File: src/rtl/vga_pkg.sv
// Shared VGA definitions: pattern-mode encodings, the colour-bar table and
// the default 640x480@60 timing so every block instantiates consistently.
package vga_pkg;

  // Default 640x480@60 timing (pixels / lines).
  localparam int DEF_H_ACTIVE = 640;
  localparam int DEF_H_FP     = 16;
  localparam int DEF_H_SYNC   = 96;
  localparam int DEF_H_BP     = 48;
  localparam int DEF_V_ACTIVE = 480;
  localparam int DEF_V_FP     = 10;
  localparam int DEF_V_SYNC   = 2;
  localparam int DEF_V_BP     = 33;
  localparam int DEF_COLOR_W  = 4;
  localparam int DEF_CNT_W    = 11;

  typedef enum logic [1:0] {
    MODE_BARS  = 2'd0,
    MODE_CHECK = 2'd1,
    MODE_GRAD  = 2'd2,
    MODE_SOLID = 2'd3
  } mode_t;

  // Colour-bar table as {r,g,b} on/off flags, left to right:
  // white, yellow, cyan, green, magenta, red, blue, black.
  function automatic logic [2:0] bar_color(input logic [2:0] idx);
    logic [2:0] c;
    case (idx)
      3'd0:    c = 3'b111;
      3'd1:    c = 3'b110;
      3'd2:    c = 3'b011;
      3'd3:    c = 3'b010;
      3'd4:    c = 3'b101;
      3'd5:    c = 3'b100;
      3'd6:    c = 3'b001;
      default: c = 3'b000;
    endcase
    return c;
  endfunction

endpackage

File: src/rtl/vga_timing.sv
// VGA raster timing: h/v counters, region decode, registered sync/de/x/y
// and the frame_start pulse. The raw counters and the active-region flag are
// also exported so the pattern stage can register its colour on the same edge.
module vga_timing
  import vga_pkg::*;
#(
  parameter int   H_ACTIVE = DEF_H_ACTIVE,
  parameter int   H_FP     = DEF_H_FP,
  parameter int   H_SYNC   = DEF_H_SYNC,
  parameter int   H_BP     = DEF_H_BP,
  parameter int   V_ACTIVE = DEF_V_ACTIVE,
  parameter int   V_FP     = DEF_V_FP,
  parameter int   V_SYNC   = DEF_V_SYNC,
  parameter int   V_BP     = DEF_V_BP,
  parameter logic HS_POL   = 1'b0,
  parameter logic VS_POL   = 1'b0,
  parameter int   CNT_W    = DEF_CNT_W
) (
  input  logic             clk,
  input  logic             rst,
  input  logic             pix_en,
  output logic [CNT_W-1:0] h_cnt,
  output logic [CNT_W-1:0] v_cnt,
  output logic             active,
  output logic             hsync,
  output logic             vsync,
  output logic             de,
  output logic [CNT_W-1:0] x,
  output logic [CNT_W-1:0] y,
  output logic             frame_start
);

  localparam int H_TOTAL   = H_ACTIVE + H_FP + H_SYNC + H_BP;
  localparam int V_TOTAL   = V_ACTIVE + V_FP + V_SYNC + V_BP;
  localparam int HS_START  = H_ACTIVE + H_FP;
  localparam int HS_END    = HS_START + H_SYNC;
  localparam int VS_START  = V_ACTIVE + V_FP;
  localparam int VS_END    = VS_START + V_SYNC;

  logic h_last;
  logic v_last;
  logic h_active;
  logic v_active;
  logic hs_on;
  logic vs_on;
  logic origin;

  // Decode wrap points and display regions from the current counter values.
  always_comb begin
    h_last   = (h_cnt == CNT_W'(H_TOTAL - 1));
    v_last   = (v_cnt == CNT_W'(V_TOTAL - 1));
    h_active = (h_cnt <  CNT_W'(H_ACTIVE));
    v_active = (v_cnt <  CNT_W'(V_ACTIVE));
    hs_on    = (h_cnt >= CNT_W'(HS_START)) && (h_cnt < CNT_W'(HS_END));
    vs_on    = (v_cnt >= CNT_W'(VS_START)) && (v_cnt < CNT_W'(VS_END));
    origin   = (h_cnt == '0) && (v_cnt == '0);
    active   = h_active && v_active;
  end

  // Raster counters: h wraps every line, v steps on each h wrap.
  always_ff @(posedge clk) begin
    // NOTE: sequential state uses non-blocking assignments so every register
    // samples the pre-edge values regardless of statement order.
    if (rst) begin
      h_cnt <= '0;
      v_cnt <= '0;
    end else if (pix_en) begin
      if (h_last) begin
        h_cnt <= '0;
        v_cnt <= v_last ? '0 : v_cnt + 1'b1;
      end else begin
        h_cnt <= h_cnt + 1'b1;
      end
    end
  end

  // Register the decoded regions so they line up with the pattern registers.
  always_ff @(posedge clk) begin
    if (rst) begin
      hsync       <= ~HS_POL;
      vsync       <= ~VS_POL;
      de          <= 1'b0;
      x           <= '0;
      y           <= '0;
      frame_start <= 1'b0;
    end else begin
      // Cleared on disabled cycles so the pulse is always exactly one clk.
      frame_start <= pix_en && origin;
      if (pix_en) begin
        hsync <= hs_on ? HS_POL : ~HS_POL;
        vsync <= vs_on ? VS_POL : ~VS_POL;
        de    <= active;
        x     <= h_cnt;
        y     <= v_cnt;
      end
    end
  end

endmodule

File: src/rtl/vga_pattern_gen.sv
// VGA test-pattern generator: timing core plus frame-synchronous mode latch,
// pattern mux and registered colour outputs aligned with sync/de/x/y.
module vga_pattern_gen
  import vga_pkg::*;
#(
  parameter int   H_ACTIVE = DEF_H_ACTIVE,
  parameter int   H_FP     = DEF_H_FP,
  parameter int   H_SYNC   = DEF_H_SYNC,
  parameter int   H_BP     = DEF_H_BP,
  parameter int   V_ACTIVE = DEF_V_ACTIVE,
  parameter int   V_FP     = DEF_V_FP,
  parameter int   V_SYNC   = DEF_V_SYNC,
  parameter int   V_BP     = DEF_V_BP,
  parameter logic HS_POL   = 1'b0,
  parameter logic VS_POL   = 1'b0,
  parameter int   COLOR_W  = DEF_COLOR_W,
  parameter int   CNT_W    = DEF_CNT_W
) (
  input  logic                 clk,
  input  logic                 rst,
  input  logic                 pix_en,
  input  logic [1:0]           mode,
  input  logic [3*COLOR_W-1:0] solid_rgb,
  output logic                 hsync,
  output logic                 vsync,
  output logic                 de,
  output logic [CNT_W-1:0]     x,
  output logic [CNT_W-1:0]     y,
  output logic [COLOR_W-1:0]   red,
  output logic [COLOR_W-1:0]   green,
  output logic [COLOR_W-1:0]   blue,
  output logic                 frame_start,
  output logic [7:0]           frame_cnt
);

  localparam int BAR_W = H_ACTIVE / 8;

  logic [CNT_W-1:0]   h_cnt;
  logic [CNT_W-1:0]   v_cnt;
  logic               active;
  logic               origin;
  mode_t              mode_q;
  mode_t              mode_eff;
  logic [CNT_W-1:0]   bar_idx;
  logic [2:0]         bar_rgb;
  logic [COLOR_W-1:0] red_d;
  logic [COLOR_W-1:0] green_d;
  logic [COLOR_W-1:0] blue_d;

  vga_timing #(
    .H_ACTIVE (H_ACTIVE),
    .H_FP     (H_FP),
    .H_SYNC   (H_SYNC),
    .H_BP     (H_BP),
    .V_ACTIVE (V_ACTIVE),
    .V_FP     (V_FP),
    .V_SYNC   (V_SYNC),
    .V_BP     (V_BP),
    .HS_POL   (HS_POL),
    .VS_POL   (VS_POL),
    .CNT_W    (CNT_W)
  ) u_timing (
    .clk         (clk),
    .rst         (rst),
    .pix_en      (pix_en),
    .h_cnt       (h_cnt),
    .v_cnt       (v_cnt),
    .active      (active),
    .hsync       (hsync),
    .vsync       (vsync),
    .de          (de),
    .x           (x),
    .y           (y),
    .frame_start (frame_start)
  );

  // The first pixel of a frame already uses the newly sampled mode, so a
  // mode change never splits a frame.
  always_comb begin
    origin   = (h_cnt == '0) && (v_cnt == '0);
    mode_eff = origin ? mode_t'(mode) : mode_q;
  end

  // Pattern mux for the pixel the counters currently point at.
  always_comb begin
    // NOTE: every always_comb output gets a default first, so no path through
    // the case can leave a value unassigned and infer a latch.
    red_d   = '0;
    green_d = '0;
    blue_d  = '0;
    bar_idx = h_cnt / CNT_W'(BAR_W);
    bar_rgb = bar_color(bar_idx[2:0]);
    if (active) begin
      case (mode_eff)
        MODE_BARS: begin
          // Remainder pixels past the eighth bar stay black.
          if (bar_idx < CNT_W'(8)) begin
            red_d   = {COLOR_W{bar_rgb[2]}};
            green_d = {COLOR_W{bar_rgb[1]}};
            blue_d  = {COLOR_W{bar_rgb[0]}};
          end
        end
        MODE_CHECK: begin
          if (!(h_cnt[5] ^ v_cnt[5])) begin
            red_d   = '1;
            green_d = '1;
            blue_d  = '1;
          end
        end
        MODE_GRAD: begin
          red_d   = h_cnt[COLOR_W+4:5];
          green_d = h_cnt[COLOR_W+4:5];
          blue_d  = h_cnt[COLOR_W+4:5];
        end
        MODE_SOLID: begin
          red_d   = solid_rgb[3*COLOR_W-1 -: COLOR_W];
          green_d = solid_rgb[2*COLOR_W-1 -: COLOR_W];
          blue_d  = solid_rgb[COLOR_W-1:0];
        end
        default: ;
      endcase
    end
  end

  // Mode latch, frame counter and colour output registers.
  always_ff @(posedge clk) begin
    if (rst) begin
      mode_q    <= MODE_BARS;
      frame_cnt <= '0;
      red       <= '0;
      green     <= '0;
      blue      <= '0;
    end else if (pix_en) begin
      if (origin) begin
        mode_q    <= mode_t'(mode);
        frame_cnt <= frame_cnt + 8'd1;
      end
      red   <= red_d;
      green <= green_d;
      blue  <= blue_d;
    end
  end

endmodule

File: config.mk
export PLATFORM = sky130hd
export DESIGN_NAME = vga_pattern_gen
export DESIGN_NICKNAME = d
export VERILOG_FILES = /design/src/rtl/vga_pkg.sv /design/src/rtl/vga_timing.sv /design/src/rtl/vga_pattern_gen.sv
export SDC_FILE = /design/constraint.sdc
export NUM_CORES = 1
export LEC_CHECK = 0
export ABC_AREA = 1
export CORE_MARGIN = 2
export CORE_UTILIZATION = 50
export CTS_CLUSTER_DIAMETER = 80
export CTS_CLUSTER_SIZE = 8
export DETAILED_ROUTE_END_ITERATION = 8
export PLACE_DENSITY = 0.87
export SKIP_LAST_GASP = 1
export SLEW_MARGIN = 10
export SYNTH_ARGS = -nofsm -noshare
export SYNTH_HDL_FRONTEND = slang
export SYNTH_SLANG_ARGS = --single-unit
File: constraint.sdc
create_clock -name clk -period 2.1 [get_ports clk]
set_input_delay 0.42 -clock clk [delete_from_list [all_inputs] [get_ports clk]]
set_output_delay 0.42 -clock clk [all_outputs]
set_load 0.05 [all_outputs]
==> summary.log, run 1 <==
qor: setup_path.timing.critical_path.required 2390 ps
qor: global_route.gr-total-overflow 0
qor: routing.drcViolationCount 0
qor: setup_path.worstPathArrival 2360 ps
qor: floorplanning.pin_count 63
qor: timing.final.setup.worst_slack 27.6 ps
qor: synthesis.syn-cell-area 3450 sq um
qor: timing.period_needed 2070 ps
qor: setup_path.r2r_slack 30 ps
qor: setup_path.rr_endpoint blue[2]$_SDFFE_PP0P_
qor: synthesis.syn_avg_cell_area 7.24 sq um
qor: worst_hold_path.hold_start green[1]$_SDFFE_PP0P_
qor: synthesis.synth_fp_nets 498
qor: power_and_ir_drop.vdd.ir_drop.worst 0.441 mV
qor: global_route.grt_pass1_wl 16300 um
qor: routing.wl_met3 895 um
qor: clock_network.cts.hold.buffers_added 0
qor: setup_path.cp_cell_sequence inv_1, ha_1, nand3_1, nor2_2, nand3_4, o21ai_4, nand3_1, nand3_1, nand2_1, inv_2, nand2_2, a21oi_2
qor: clock_network.cts_tree done
qor: worst_hold_path.type_of_the_most_critical_hold_path reg2reg
qor: clock_network.clkSlewWorstSetupHoldPaths 70 ps
qor: clock_network.cts_inserted_buffers 9
qor: clock_network.tritoncts_sink_count 70
qor: clock_network.clock_insertion_delay_worst_skew 360 ps
qor: routing.ant_nets 0
qor: synthesis.yosys.area_share.adder 1.81%
qor: global_route.grt_antenna_before_repair 0
qor: layout.instances_no_fill 674
qor: routing.drt_pre_antenna_iters 5
qor: setup_path.max_stage_delay 340 ps
qor: synthesis.synth.top_cell.area_share 40.7%
qor: timing.setup_viol_count_final 0
qor: synthesis.postSynthCellCount 476
qor: setup_path.timing.critical_path.max_delay_family simple AND/OR/NAND/NOR gates
qor: timing.worst_pin_slew 507 ps
qor: routing.wire_per_inst 15.5 um
qor: setup_path.critical_path_cell_count 12
qor: setup_path.crit_start u_timing.h_cnt[0]$_SDFFE_PP0P_
qor: placement.placer_congestion 0.995
qor: power_and_ir_drop.leakage 2.05 nW
qor: floorplanning.placeableCoreArea 6720 sq um
qor: clock_network.cts_max_level 3
qor: synthesis.synthXorXnorAreaFrac 1.02%
qor: timing.worst_clock_skew_on_the_final_layout 11.4 ps
qor: timing.timing.hold.ws 467 ps
qor: setup_path.worst-r2r-cell-count 12
qor: floorplanning.die-height 87.0 um
qor: floorplanning.die_width 87.0 um
qor: synthesis.synth-compound-area-share 18.0%
qor: placement.placed_instance_count 645
qor: timing.timing_max_transition_violations_final 0
qor: clock_network.cts_root_buffer sky130_fd_sc_hd__clkbuf_8
qor: synthesis.synth_top_family_by_area simple AND/OR/NAND/NOR gates
qor: layout.flow.area_growth_from_synthesis 42.3%
qor: setup_path.worst_r2r_startpoint u_timing.h_cnt[0]$_SDFFE_PP0P_
qor: worst_hold_path.min_path_cells 2
qor: routing.detailroute.via_count 3852
qor: global_route.grt_usage 27.3%
qor: setup_path.timing.critical_path.from_type register
qor: synthesis.multiplexer_area_fraction_after_synthesis 0%
qor: worst_hold_path.min_to green[1]$_SDFFE_PP0P_
qor: setup_path.critPathMostFrequentCell sky130_fd_sc_hd__nand3_1
qor: placement.dpl_cell_area 4410 sq um
qor: layout.finalInstanceArea 4900 sq um
qor: timing.slew-limit-headroom 66.1%
qor: timing.post-route-period-util 98.7%
qor: timing.report.final.hold_viol_count 0
qor: timing.fmax 483 MHz
qor: clock_network.cts_max_path_buffers 2
qor: routing.met1Wirelength 4190 um
qor: floorplanning.die-area 7570 sq um
qor: routing.drt_iter0_drc 275
qor: routing.via_to_cell_ratio 5.72
qor: setup_path.crit_type reg2reg
qor: setup_path.critical-path-slowest-cell sky130_fd_sc_hd__dfxtp_1
qor: synthesis.synth_seq_cells 70
qor: timing.rsz0062_at_grt yes
qor: floorplanning.placement_rows 30
qor: routing.final_routed_wirelength 10500 um
qor: placement.dpl_worst_slack -139 ps
qor: setup_path.crit_fanout 8
qor: routing.met2WireLength 5070 um
qor: setup_path.worst_path_buffer_plus_inverter_count 2
qor: global_route.number_of_global_route_vias_before_repair 3525
qor: placement.detailedPlacementHpwl 6950 um
qor: global_route.largest_net_degree_at_the_start_of_global_routing 30
qor: synthesis.synth_top_cells_by_area sky130_fd_sc_hd__dfxtp_1 (41%), sky130_fd_sc_hd__nand2_1 (9.7%), sky130_fd_sc_hd__a21oi_1 (6.5%)
qor: synthesis.synth_seq_area_share 40.7%
qor: layout.layout-drive-gt1-share 24.6%
qor: power_and_ir_drop.power_density 633 nW/um^2
qor: routing.highest-signal-layer met4
qor: layout.final_net_count 613
qor: placement.numPortBuffers 62
qor: setup_path.endpoint_kind register
qor: synthesis.netlist.top_cell.by_area sky130_fd_sc_hd__dfxtp_1
qor: flow_run.drv.max_cap_violation_count 0
qor: synthesis.post_synth_num_cell_types 36
qor: outcome.status finished clean
qor: floorplanning.start_util 51.3%
qor: layout.layout_fillers 494
qor: layout.insertedDiodeCount 0
qor: synthesis.synth-simple-area-share 29.3%
qor: synthesis.synthesis.yosys.warnings 0
==> flip-flops by register name, summed over array words and instances (netlist names), 2 cells and up <==
| name | count |
|---|---|
| u_timing.y | 11 |
| u_timing.x | 11 |
| frame_cnt | 8 |
| u_timing.h_cnt | 11 |
| blue | 4 |
| u_timing.v_cnt | 11 |
| green | 4 |
| mode_q | 2 |
| red | 4 |
==> placed cells by master (no fill, tap or decap), types with 5 or more instances in the layout <==
| cell type | netlist | routed |
|---|---|---|
| sky130_fd_sc_hd__nand2_1 | 89 | 82 |
| sky130_fd_sc_hd__nand4_1 | 11 | 11 |
| sky130_fd_sc_hd__a21oi_1 | 45 | 45 |
| sky130_fd_sc_hd__nor2_2 | 1 | 6 |
| sky130_fd_sc_hd__nand3_2 | 4 | 7 |
| sky130_fd_sc_hd__nor2_1 | 38 | 32 |
| sky130_fd_sc_hd__o21ai_0 | 34 | 32 |
| sky130_fd_sc_hd__nand2_2 | 3 | 7 |
| sky130_fd_sc_hd__inv_1 | 52 | 43 |
| sky130_fd_sc_hd__nor3_1 | 13 | 11 |
| sky130_fd_sc_hd__nand3_4 | 0 | 5 |
| sky130_fd_sc_hd__a21oi_2 | 7 | 7 |
| sky130_fd_sc_hd__buf_4 | 2 | 57 |
| sky130_fd_sc_hd__inv_2 | 7 | 15 |
| sky130_fd_sc_hd__nand3_1 | 44 | 36 |
| sky130_fd_sc_hd__nor4_1 | 8 | 7 |
| sky130_fd_sc_hd__clkbuf_8 | 0 | 10 |
| sky130_fd_sc_hd__clkdlybuf4s50_1 | 0 | 62 |
| sky130_fd_sc_hd__dfxtp_1 | 70 | 63 |
==> metal layers <==
metal,up-vias,GRT usage (%)
li1,1834,-
met1,1772,34.3
met2,214,44.4
met3,32,6.64
met4,0,11.6
met5,-,0
==> through the flow <==
step	power (W)	util (%)	TNS, ps
2_1_floorplan	0.00183	-	0
3_3_place_gp	0.00200	65.6	-106
3_5_place_dp	0.00202	65.6	-797
4_1_cts	0.00308	70.1	-19.5
5_1_grt	0.00321	73.0	-656
6_report	0.00310	73.0	0
==> how the worst max path moves through the flow <==
stage / end / slack, ps
3_5_place_dp: u_timing.v_cnt[5]$_SDFFE_PP0P_ / -140
2_1_floorplan: blue[2]$_SDFFE_PP0P_ / 190
6_report: blue[2]$_SDFFE_PP0P_ / 30
4_1_cts: red[0]$_SDFFE_PP0P_ / -10
5_1_grt: blue[3]$_SDFFE_PP0P_ / -120
3_3_place_gp: u_timing.v_cnt[5]$_SDFFE_PP0P_ / -60
==> worst min-delay path, delay by kind of cell, from the launching register on <==
| kind | cells | cell delay [ps] |
|---|---|---|
| compound gates | 1 | 60 |
| flops | 1 | 310 |
| simple gates | 1 | 60 |
==> cells by family (layout without fill, tap and decap cells) <==
kind of cell | Yosys count | in the layout
and+or+nand+nor | 218 | 219
AOI/OAI and AO/OA | 102 | 102
xor gates and xnor gates | 4 | 4
DFF | 70 | 70
buffers and inverters | 77 | 194
adders and majority gates | 5 | 5
==> cell usage after synthesis <==
master / n
sky130_fd_sc_hd__ha_1: 5
sky130_fd_sc_hd__a21oi_1: 45
sky130_fd_sc_hd__inv_1: 52
sky130_fd_sc_hd__o41ai_2: 1
sky130_fd_sc_hd__nor3_1: 13
sky130_fd_sc_hd__nand2_1: 89
sky130_fd_sc_hd__buf_6: 3
sky130_fd_sc_hd__nor4_1: 8
sky130_fd_sc_hd__nor4_2: 1
sky130_fd_sc_hd__a21oi_2: 7
sky130_fd_sc_hd__a311oi_1: 1
sky130_fd_sc_hd__o21ai_2: 1
sky130_fd_sc_hd__nand2_2: 3
sky130_fd_sc_hd__or2_2: 1
sky130_fd_sc_hd__buf_4: 2
sky130_fd_sc_hd__o21ai_4: 2
sky130_fd_sc_hd__dfxtp_1: 70
sky130_fd_sc_hd__nor3b_1: 3
sky130_fd_sc_hd__nor2_2: 1
sky130_fd_sc_hd__a221oi_1: 3
sky130_fd_sc_hd__clkbuf_1: 13
sky130_fd_sc_hd__o311ai_0: 1
sky130_fd_sc_hd__xor2_1: 3
sky130_fd_sc_hd__xnor2_1: 1
sky130_fd_sc_hd__nand3_1: 44
sky130_fd_sc_hd__a211oi_1: 4
sky130_fd_sc_hd__o211ai_1: 1
sky130_fd_sc_hd__inv_2: 7
sky130_fd_sc_hd__nand4_1: 11
sky130_fd_sc_hd__nor3_2: 1
sky130_fd_sc_hd__o21bai_4: 1
sky130_fd_sc_hd__nand3_2: 4
sky130_fd_sc_hd__o21ai_0: 34
sky130_fd_sc_hd__nor2_1: 38
sky130_fd_sc_hd__a31oi_1: 1
sky130_fd_sc_hd__nor2_4: 1
==> power by group <==
| part | total [W] | switching (W) | internal (W) | leakage [nW] |
|---|---|---|---|---|
| sequential | 0.00141 | 0.0000323 | 0.00138 | 0.577 |
| combinational | 0.000620 | 0.000398 | 0.000222 | 1.38 |
| clock | 0.00107 | 0.000507 | 0.000565 | 0.0980 |
==> final cells by class <==
cell class	count	area [sq um]	share of cell area [%]
Multi-Input combinational cell	330	1910	38.9
Sequential cell	70	1420	28.9
Timing Repair Buffer	121	1070	21.8
Inverter	59	224	4.57
Clock buffer	10	138	2.81
Tap cell	80	100	2.04
Clock inverter	4	48.8	0.995
==> what timing repair did <==
item,4_1_cts,5_1_grt
pin swaps,7,21
buffers inserted,5,8
resized for setup,19,43
cloned,2,0
setup endpoints to repair,8,23
Note: power is estimated with default switching activity, not from simulation.
==> inputs of run 2 (changes only) <==
Settings changed: SKIP_CTS_REPAIR_TIMING set to 1.
==> run 2 against run 1 <==
  * The run now ends with negative setup slack left
  * Global-route usage down 1.2 points
  * Worst setup slack got worse by 160 ps
  * Register-to-register slack lost 160 ps
  * First-iteration DRC count rose by 13%
  * Power is 0.11% lower
  * Worst hold slack is essentially flat
  * Utilization down 1.9 points
  * Maximum frequency shrank 7.1%
  * Largest power group unchanged
  * Sequential cell count is the same
  * Combinational power decreased by 0.6%
  * Highest routed layer unchanged
==> summary.log, run 2 (synthesis gave the netlist of run 1 again) <==
qor: setup_path.worst-r2r-cell-count 14 [+2]
qor: clock_network.clkSlewWorstSetupHoldPaths 80 ps [about the same]
qor: placement.placed_instance_count 645 [unchanged]
qor: timing.final.setup.worst_slack -132 ps [-159 ps]
qor: global_route.grt_usage 26.0% [-1.2 points]
qor: timing.timing.hold.ws 467 ps [-0.250 ps]
qor: layout.finish.utilization 71.1% [-1.9 points]
qor: setup_path.worstPathArrival 2520 ps [+160 ps]
qor: worst_hold_path.min_path_cells 2 [unchanged]
qor: routing.drt_pre_antenna_iters 5 [unchanged]
qor: setup_path.crit_fanout 7 [-1]
qor: floorplanning.placeableCoreArea 6720 sq um [unchanged]
qor: timing.worst_clock_skew_on_the_final_layout 13.0 ps [+1.58 ps]
qor: layout.layout_fillers 508 [+2.8%]
qor: layout.layout_commonest_cell sky130_fd_sc_hd__nand2_1
qor: power_and_ir_drop.internal-power 0.00217 W [+0.19%]
qor: layout.instances_no_fill 667 [-1.0%]
qor: timing.post-route-period-util 106% [+7.6 points]
qor: clock_network.cts_inserted_buffers 9 [unchanged]
qor: setup_path.timing.critical_path.required 2390 ps [about the same]
qor: floorplanning.die_width 87.0 um [unchanged]
qor: power_and_ir_drop.vdd.ir_drop.worst 0.422 mV [-4.3%]
qor: outcome.status finished, violations left
qor: layout.insertedDiodeCount 0 [unchanged]
qor: layout.commonest_cells_after_routing_fill_and_taps_aside sky130_fd_sc_hd__nand2_1 (87), sky130_fd_sc_hd__dfxtp_1 (64), sky130_fd_sc_hd__clkdlybuf4s50_1 (62)
qor: clock_network.clock_insertion_delay_worst_skew 360 ps [about the same]
qor: timing.setup_viol_count_final 11 [+11]
qor: global_route.gr-total-overflow 0 [unchanged]
qor: setup_path.cp_cell_sequence inv_2, ha_4, nand3_4, nor4_4, nand3_4, o21ai_4, buf_6, buf_6, nand3_1, nand3_1, nand2_1, inv_1, nand2_1, a21oi_2
qor: routing.ant_nets 0 [unchanged]
qor: routing.wire_per_inst 14.8 um [-4.6%]
qor: routing.final_routed_wirelength 9870 um [-5.6%]
qor: setup_path.r2r_slack -130 ps [-160 ps]
qor: clock_network.tritoncts_sink_count 70 [unchanged]
qor: power_and_ir_drop.leakage 1.99 nW [-3.0%]
qor: layout.layout-drive-gt1-share 20.6% [-4.0 points]
qor: timing.fmax 448 MHz [-7.1%]
qor: power_and_ir_drop.power.share.switching 30.0% [-0.21 points]
qor: timing.timing_max_transition_violations_final 0 [unchanged]
qor: setup_path.endpoint_kind register
qor: global_route.number_of_global_route_vias_before_repair 3411 [-3.2%]
qor: power_and_ir_drop.power.net_switching 0.000929 W [-0.80%]
qor: floorplanning.placement_rows 30 [unchanged]
qor: setup_path.timing.critical_path.from_type register
qor: clock_network.cts_root_buffer sky130_fd_sc_hd__clkbuf_8
qor: setup_path.worst_r2r_startpoint u_timing.v_cnt[1]$_SDFFE_PP0P_
qor: worst_hold_path.min_to green[1]$_SDFFE_PP0P_
qor: power_and_ir_drop.pwr-share-clk 34.5% [about the same]
qor: floorplanning.die-height 87.0 um [unchanged]
qor: worst_hold_path.hold_start green[1]$_SDFFE_PP0P_
qor: routing.drt_iter0_drc 310 [+13%]
qor: floorplanning.die-area 7570 sq um [unchanged]
qor: global_route.largest_net_degree_at_the_start_of_global_routing 30 [unchanged]
qor: global_route.grt_antenna_before_repair 0 [unchanged]
qor: placement.numPortBuffers 62 [unchanged]
qor: routing.detailroute.via_count 3760 [-2.4%]
qor: power_and_ir_drop.share_comb_of_total_power 19.9% [about the same]
qor: worst_hold_path.type_of_the_most_critical_hold_path reg2reg
qor: timing.period_needed 2230 ps [+159 ps]
qor: clock_network.cts_max_level 3 [unchanged]
qor: placement.detailedPlacementHpwl 6950 um [unchanged]
qor: layout.flow.area_growth_from_synthesis 38.5%
qor: timing.slew-limit-headroom 66.0% [about the same]
qor: timing.worst_pin_slew 508 ps [+0.538 ps]
qor: setup_path.max_stage_delay 340 ps [about the same]
qor: setup_path.critical-path-slowest-cell sky130_fd_sc_hd__dfxtp_2
qor: setup_path.crit_start u_timing.v_cnt[1]$_SDFFE_PP0P_
qor: timing.rsz0062_at_grt yes
qor: setup_path.rr_endpoint red[1]$_SDFFE_PP0P_
qor: power_and_ir_drop.seqPwrFrac 45.6% [about the same]
qor: layout.final_net_count 606 [-1.1%]
qor: timing.setup-tns-final -800 ps [-800 ps]
qor: flow_run.drv.max_cap_violation_count 0 [unchanged]
qor: clock_network.cts_tree done
qor: timing.report.final.hold_viol_count 0 [unchanged]
qor: routing.via_to_cell_ratio 5.64 [-1.4%]
qor: setup_path.crit_type reg2reg
qor: global_route.grt_pass1_wl 15600 um [-4.4%]
qor: placement.placer_congestion 0.995 [unchanged]
qor: outcome.failing_checks negative setup slack
qor: clock_network.cts_max_path_buffers 2 [unchanged]
qor: floorplanning.start_util 51.3% [unchanged]
qor: routing.drcViolationCount 0 [unchanged]
qor: power_and_ir_drop.power_density 649 nW/um^2 [+2.6%]
qor: floorplanning.pin_count 63 [unchanged]
[run 2: changes by cell type in the layout (fill, tap and decap cells not counted), moves of 4 or more]
cell,delta
sky130_fd_sc_hd__inv_1,+6
sky130_fd_sc_hd__nand3_1,+4
sky130_fd_sc_hd__nand2_1,+5
sky130_fd_sc_hd__inv_2,-5
sky130_fd_sc_hd__buf_4,-8
[run 2: per-stage QoR]
step                area (sq um)  power (W)  setup WS (ps)
floorplan                   3450    0.00183            188
global placement            4410    0.00200          -57.5
detailed placement          4410    0.00202           -139
CTS                         4590    0.00306          -97.7
global route                4780    0.00321           -242
finish                      4780    0.00310           -132
[run 2: area by class of cell]
cell class / count / area [sq um] / area share, %
clock buffers: 10 / 138 / 2.88
clock inverters: 4 / 48.8 / 1.02
inverters: 59 / 221 / 4.64
multi-input cells: 329 / 1820 / 38.1
flip-flops and latches: 70 / 1410 / 29.6
well taps: 80 / 100 / 2.10
repair buffers: 115 / 1030 / 21.6
[run 2: how the worst max path moves through the flow]
stage | to | slack (ps) | cells past startpoint
3_3_place_gp | u_timing.v_cnt[5]$_SDFFE_PP0P_ | -60 | 9
2_1_floorplan | blue[2]$_SDFFE_PP0P_ | 190 | 14
5_1_grt | blue[2]$_SDFFE_PP0P_ | -240 | 14
4_1_cts | red[0]$_SDFFE_PP0P_ | -100 | 13
3_5_place_dp | u_timing.v_cnt[5]$_SDFFE_PP0P_ | -140 | 9
6_report | red[1]$_SDFFE_PP0P_ | -130 | 14
[run 2: worst max-delay path: cells and delay by family, from the launching register on]
kind,cells,cell delay [ps]
fa+ha+maj,1,160
simple gates,7,860
compound gates,2,390
buf+inv,4,420
flops,1,340
[run 2: power by group through the flow]
| stage | clock, W | combinational (W) | sequential, W |
|---|---|---|---|
| after CTS | 0.00107 | 0.000576 | 0.00141 |
| after global routing | 0.00113 | 0.000660 | 0.00142 |
| after global placement | 0 | 0.000561 | 0.00144 |
| after detailed placement | 0 | 0.000572 | 0.00145 |
| after floorplan | 0 | 0.000216 | 0.00161 |
| final | 0.00107 | 0.000616 | 0.00141 |
[run 2: metal layers]
metal / GRT usage [%] / up-vias / share of wire (%)
li1: - / 1813 / -
met1: 33.7 / 1720 / 42
met2: 42.4 / 191 / 46
met3: 5.50 / 36 / 8.2
met4: 10.1 / 0 / 3.0
met5: 0 / - / 0
==> inputs of run 3 (changes only) <==
Settings changed: CORE_UTILIZATION 50 to 47, PLACE_DENSITY 0.87 to unset, PLACE_DENSITY_LB_ADDON set to 0.12.
Clock period 2.1 ns to 2 ns, I/O delays scaled along.
==> run 3 against run 2 <==
  * The run still ends with negative setup slack left
  * Register-to-register slack got worse by 20 ps
  * Sequential cell count is the same
  * Clock skew decreased by 4.9 ps
  * Sequential share of layout area is 1.5 points lower
  * Maximum frequency grew 3.6%
  * Clock power is 7% higher
  * First-iteration DRC count shrank 34%
  * Utilization shrank 1.2 points
  * Power up 7.0%
  * Cell count increased by 5.7%
==> summary.log, run 3 (synthesis gave the netlist of run 1 again) <==
qor: floorplanning.die_width 89.6 um [+3.0%]
qor: placement.numPortBuffers 62 [unchanged]
qor: routing.wire_per_inst 13.9 um [-6.2%]
qor: power_and_ir_drop.seqPwrFrac 44.8% [-0.8 points]
qor: routing.highest-signal-layer met4
qor: routing.drcViolationCount 0 [unchanged]
qor: placement.detailedPlacementHpwl 6990 um [+0.57%]
qor: clock_network.cts_max_level 3 [unchanged]
qor: clock_network.cts_tree done
qor: layout.instances_no_fill 705 [+5.7%]
qor: layout.layout_commonest_cell sky130_fd_sc_hd__nand2_1
qor: routing.final_routed_wirelength 9790 um [-0.81%]
qor: routing.met2WireLength 4680 um [+1.9%]
qor: routing.met1Wirelength 4510 um [+8.2%]
qor: power_and_ir_drop.power.net_switching 0.000993 W [+6.8%]
qor: clock_network.cts_root_buffer sky130_fd_sc_hd__clkbuf_8
qor: floorplanning.placement_rows 31 [+3.3%]
qor: power_and_ir_drop.share_comb_of_total_power 20.9% [+1.0 points]
qor: flow_run.drv.max_cap_violation_count 0 [unchanged]
qor: setup_path.endpoint_kind register
qor: clock_network.clock_insertion_delay_worst_skew 350 ps [about the same]
qor: routing.ant_nets 0 [unchanged]
qor: power_and_ir_drop.vdd.ir_drop.worst 0.352 mV [-17%]
qor: setup_path.worst_path_buffer_plus_inverter_count 4 [unchanged]
qor: timing.final.setup.worst_slack -154 ps [-22.4 ps]
qor: setup_path.cp_cell_sequence inv_2, ha_4, nand3_4, nor4_4, nand3_4, o21ai_4, buf_12, buf_8, nand3_1, nand3_1, nand2_1, inv_1, nand2_1, a21oi_2
qor: setup_path.max_stage_delay 330 ps [about the same]
qor: outcome.status finished, violations left
qor: timing.report.final.hold_viol_count 0 [unchanged]
qor: routing.wl_met3 470 um [-42%]
qor: routing.drt_iter0_drc 204 [-34%]
qor: timing.setup_viol_count_final 12 [+1]
qor: routing.via_to_cell_ratio 5.22 [-7.4%]
qor: global_route.grt_usage 24.8% [-1.3 points]
qor: clock_network.cts_inserted_buffers 9 [unchanged]
qor: timing.post-route-period-util 108% [+1.4 points]
qor: clock_network.clkSlewWorstSetupHoldPaths 70 ps [about the same]
qor: power_and_ir_drop.power_density 661 nW/um^2 [+1.9%]
qor: routing.detailroute.via_count 3681 [-2.1%]
qor: placement.placed_instance_count 684 [+6.0%]
qor: global_route.grt_pass1_wl 15500 um [-0.53%]
qor: clock_network.tritoncts_sink_count 70 [unchanged]
qor: floorplanning.start_util 48.0% [-3.3 points]
qor: outcome.failing_checks negative setup slack
qor: placement.placer_congestion 0.864 [-13%]
qor: setup_path.crit_fanout 6 [-1]
qor: timing.timing_max_transition_violations_final 0 [unchanged]
qor: routing.drt_pre_antenna_iters 5 [unchanged]
qor: setup_path.timing.critical_path.from_type register
qor: layout.flow.area_growth_from_synthesis 45.5%
qor: timing.fmax 464 MHz [+3.6%]
qor: setup_path.timing.critical_path.required 2280 ps [-110 ps]
qor: setup_path.critical-path-slowest-cell sky130_fd_sc_hd__dfxtp_2
qor: layout.insertedDiodeCount 0 [unchanged]
qor: layout.final_net_count 624 [+3.0%]
qor: floorplanning.die-area 8040 sq um [+6.1%]
qor: power_and_ir_drop.pwr-share-clk 34.4% [about the same]
qor: timing.slew-limit-headroom 65.9% [-0.11 points]
qor: clock_network.cts_max_path_buffers 2 [unchanged]
qor: floorplanning.pin_count 63 [unchanged]
qor: setup_path.worstPathArrival 2440 ps [-80 ps]
qor: global_route.gr-total-overflow 0 [unchanged]
qor: global_route.number_of_global_route_vias_before_repair 3392 [-0.56%]
qor: setup_path.crit_type reg2reg
qor: floorplanning.placeableCoreArea 7180 sq um [+6.8%]
qor: timing.worst_pin_slew 510 ps [+1.66 ps]
qor: timing.rsz0062_at_grt yes
qor: power_and_ir_drop.power.share.switching 29.9% [-0.037 points]
qor: floorplanning.die-height 89.6 um [+3.0%]
qor: timing.worst_clock_skew_on_the_final_layout 8.13 ps [-4.90 ps]
qor: power_and_ir_drop.power.total 0.00332 W [+7.0%]
qor: global_route.grt_antenna_before_repair 0 [unchanged]
qor: power_and_ir_drop.internal-power 0.00232 W [+7.0%]
qor: setup_path.timing.critical_path.max_delay_family simple AND/OR/NAND/NOR gates
qor: worst_hold_path.type_of_the_most_critical_hold_path reg2reg
qor: timing.setup-tns-final -1400 ps [-596 ps]
qor: global_route.largest_net_degree_at_the_start_of_global_routing 30 [unchanged]
qor: power_and_ir_drop.leakage 2.15 nW [+7.8%]
qor: timing.period_needed 2150 ps [-77.6 ps]
qor: layout.layout-drive-gt1-share 24.4% [+3.8 points]
qor: layout.commonest_cells_after_routing_fill_and_taps_aside sky130_fd_sc_hd__nand2_1 (88), sky130_fd_sc_hd__buf_4 (66), sky130_fd_sc_hd__dfxtp_1 (64)
-- run 3: cell count changes in the layout (fill, tap and decap cells not counted), moves of 2 or more --
cell	change
sky130_fd_sc_hd__buf_12	+3
sky130_fd_sc_hd__buf_4	+17
sky130_fd_sc_hd__dlymetal6s2s_1	+3
sky130_fd_sc_hd__dfxtp_2	+2
sky130_fd_sc_hd__buf_6	-3
sky130_fd_sc_hd__nor2_2	+2
sky130_fd_sc_hd__nor2_1	-2
sky130_fd_sc_hd__dfxtp_4	-2
sky130_fd_sc_hd__nand3_1	-4
sky130_fd_sc_hd__nand3_2	+4
sky130_fd_sc_hd__clkdlybuf4s50_1	-3
-- run 3: routing by layer --
metal | vias to the layer above | track usage (%)
met5 | - | 0
met1 | 1702 | 33.6
met3 | 13 | 3.47
met4 | 0 | 7.87
met2 | 112 | 40.7
li1 | 1854 | -
-- run 3: layout make-up --
cell class,instances,area [sq um]
Inverter,59,221
Tap cell,99,124
Multi-Input combinational cell,329,1860
Sequential cell,70,1410
Clock inverter,4,47.5
Clock buffer,11,141
Timing Repair Buffer,133,1210
Fill cell,586,2160
-- run 3: stage by stage --
stage / setup WS (ps) / hold WS, ps / util, % / cell area [sq um]
5_1_grt: -324 / 478 / 69.9 / 5010
2_1_floorplan: 87.6 / 453 / - / 3450
3_5_place_dp: -195 / 460 / 63.9 / 4580
4_1_cts: -104 / 471 / 66.5 / 4770
3_3_place_gp: -132 / 450 / 63.9 / 4580
6_report: -154 / 468 / 69.9 / 5010
-- run 3: tightest hold or removal path, delay by kind of cell (launching register included) --
kind / cells / cell delay [ps]
AOI/OAI and AO/OA: 1 / 50
DFF: 1 / 310
and+or+nand+nor: 1 / 60
-- run 3: final timing paths --
| path | start | end | slack (ps) | cells after the start |
|---|---|---|---|---|
| min | u_timing.x[0]$_SDFFE_PP0P_ | u_timing.x[0]$_SDFFE_PP0P_ | 470 | 2 |
| min reg2reg | u_timing.x[0]$_SDFFE_PP0P_ | u_timing.x[0]$_SDFFE_PP0P_ | 470 | 2 |
| max reg2reg | u_timing.v_cnt[1]$_SDFFE_PP0P_ | red[2]$_SDFFE_PP0P_ | -150 | 14 |
| max | u_timing.v_cnt[1]$_SDFFE_PP0P_ | red[2]$_SDFFE_PP0P_ | -150 | 14 |
-- run 3: power groups by stage --
stage / Clock, W / Sequential, W / Combinational, W
6_report: 0.00114 / 0.00148 / 0.000692
2_1_floorplan: 0 / 0.00169 / 0.000227
3_3_place_gp: 0 / 0.00151 / 0.000606
3_5_place_dp: 0 / 0.00152 / 0.000613
5_1_grt: 0.00122 / 0.00149 / 0.000742
4_1_cts: 0.00116 / 0.00148 / 0.000617
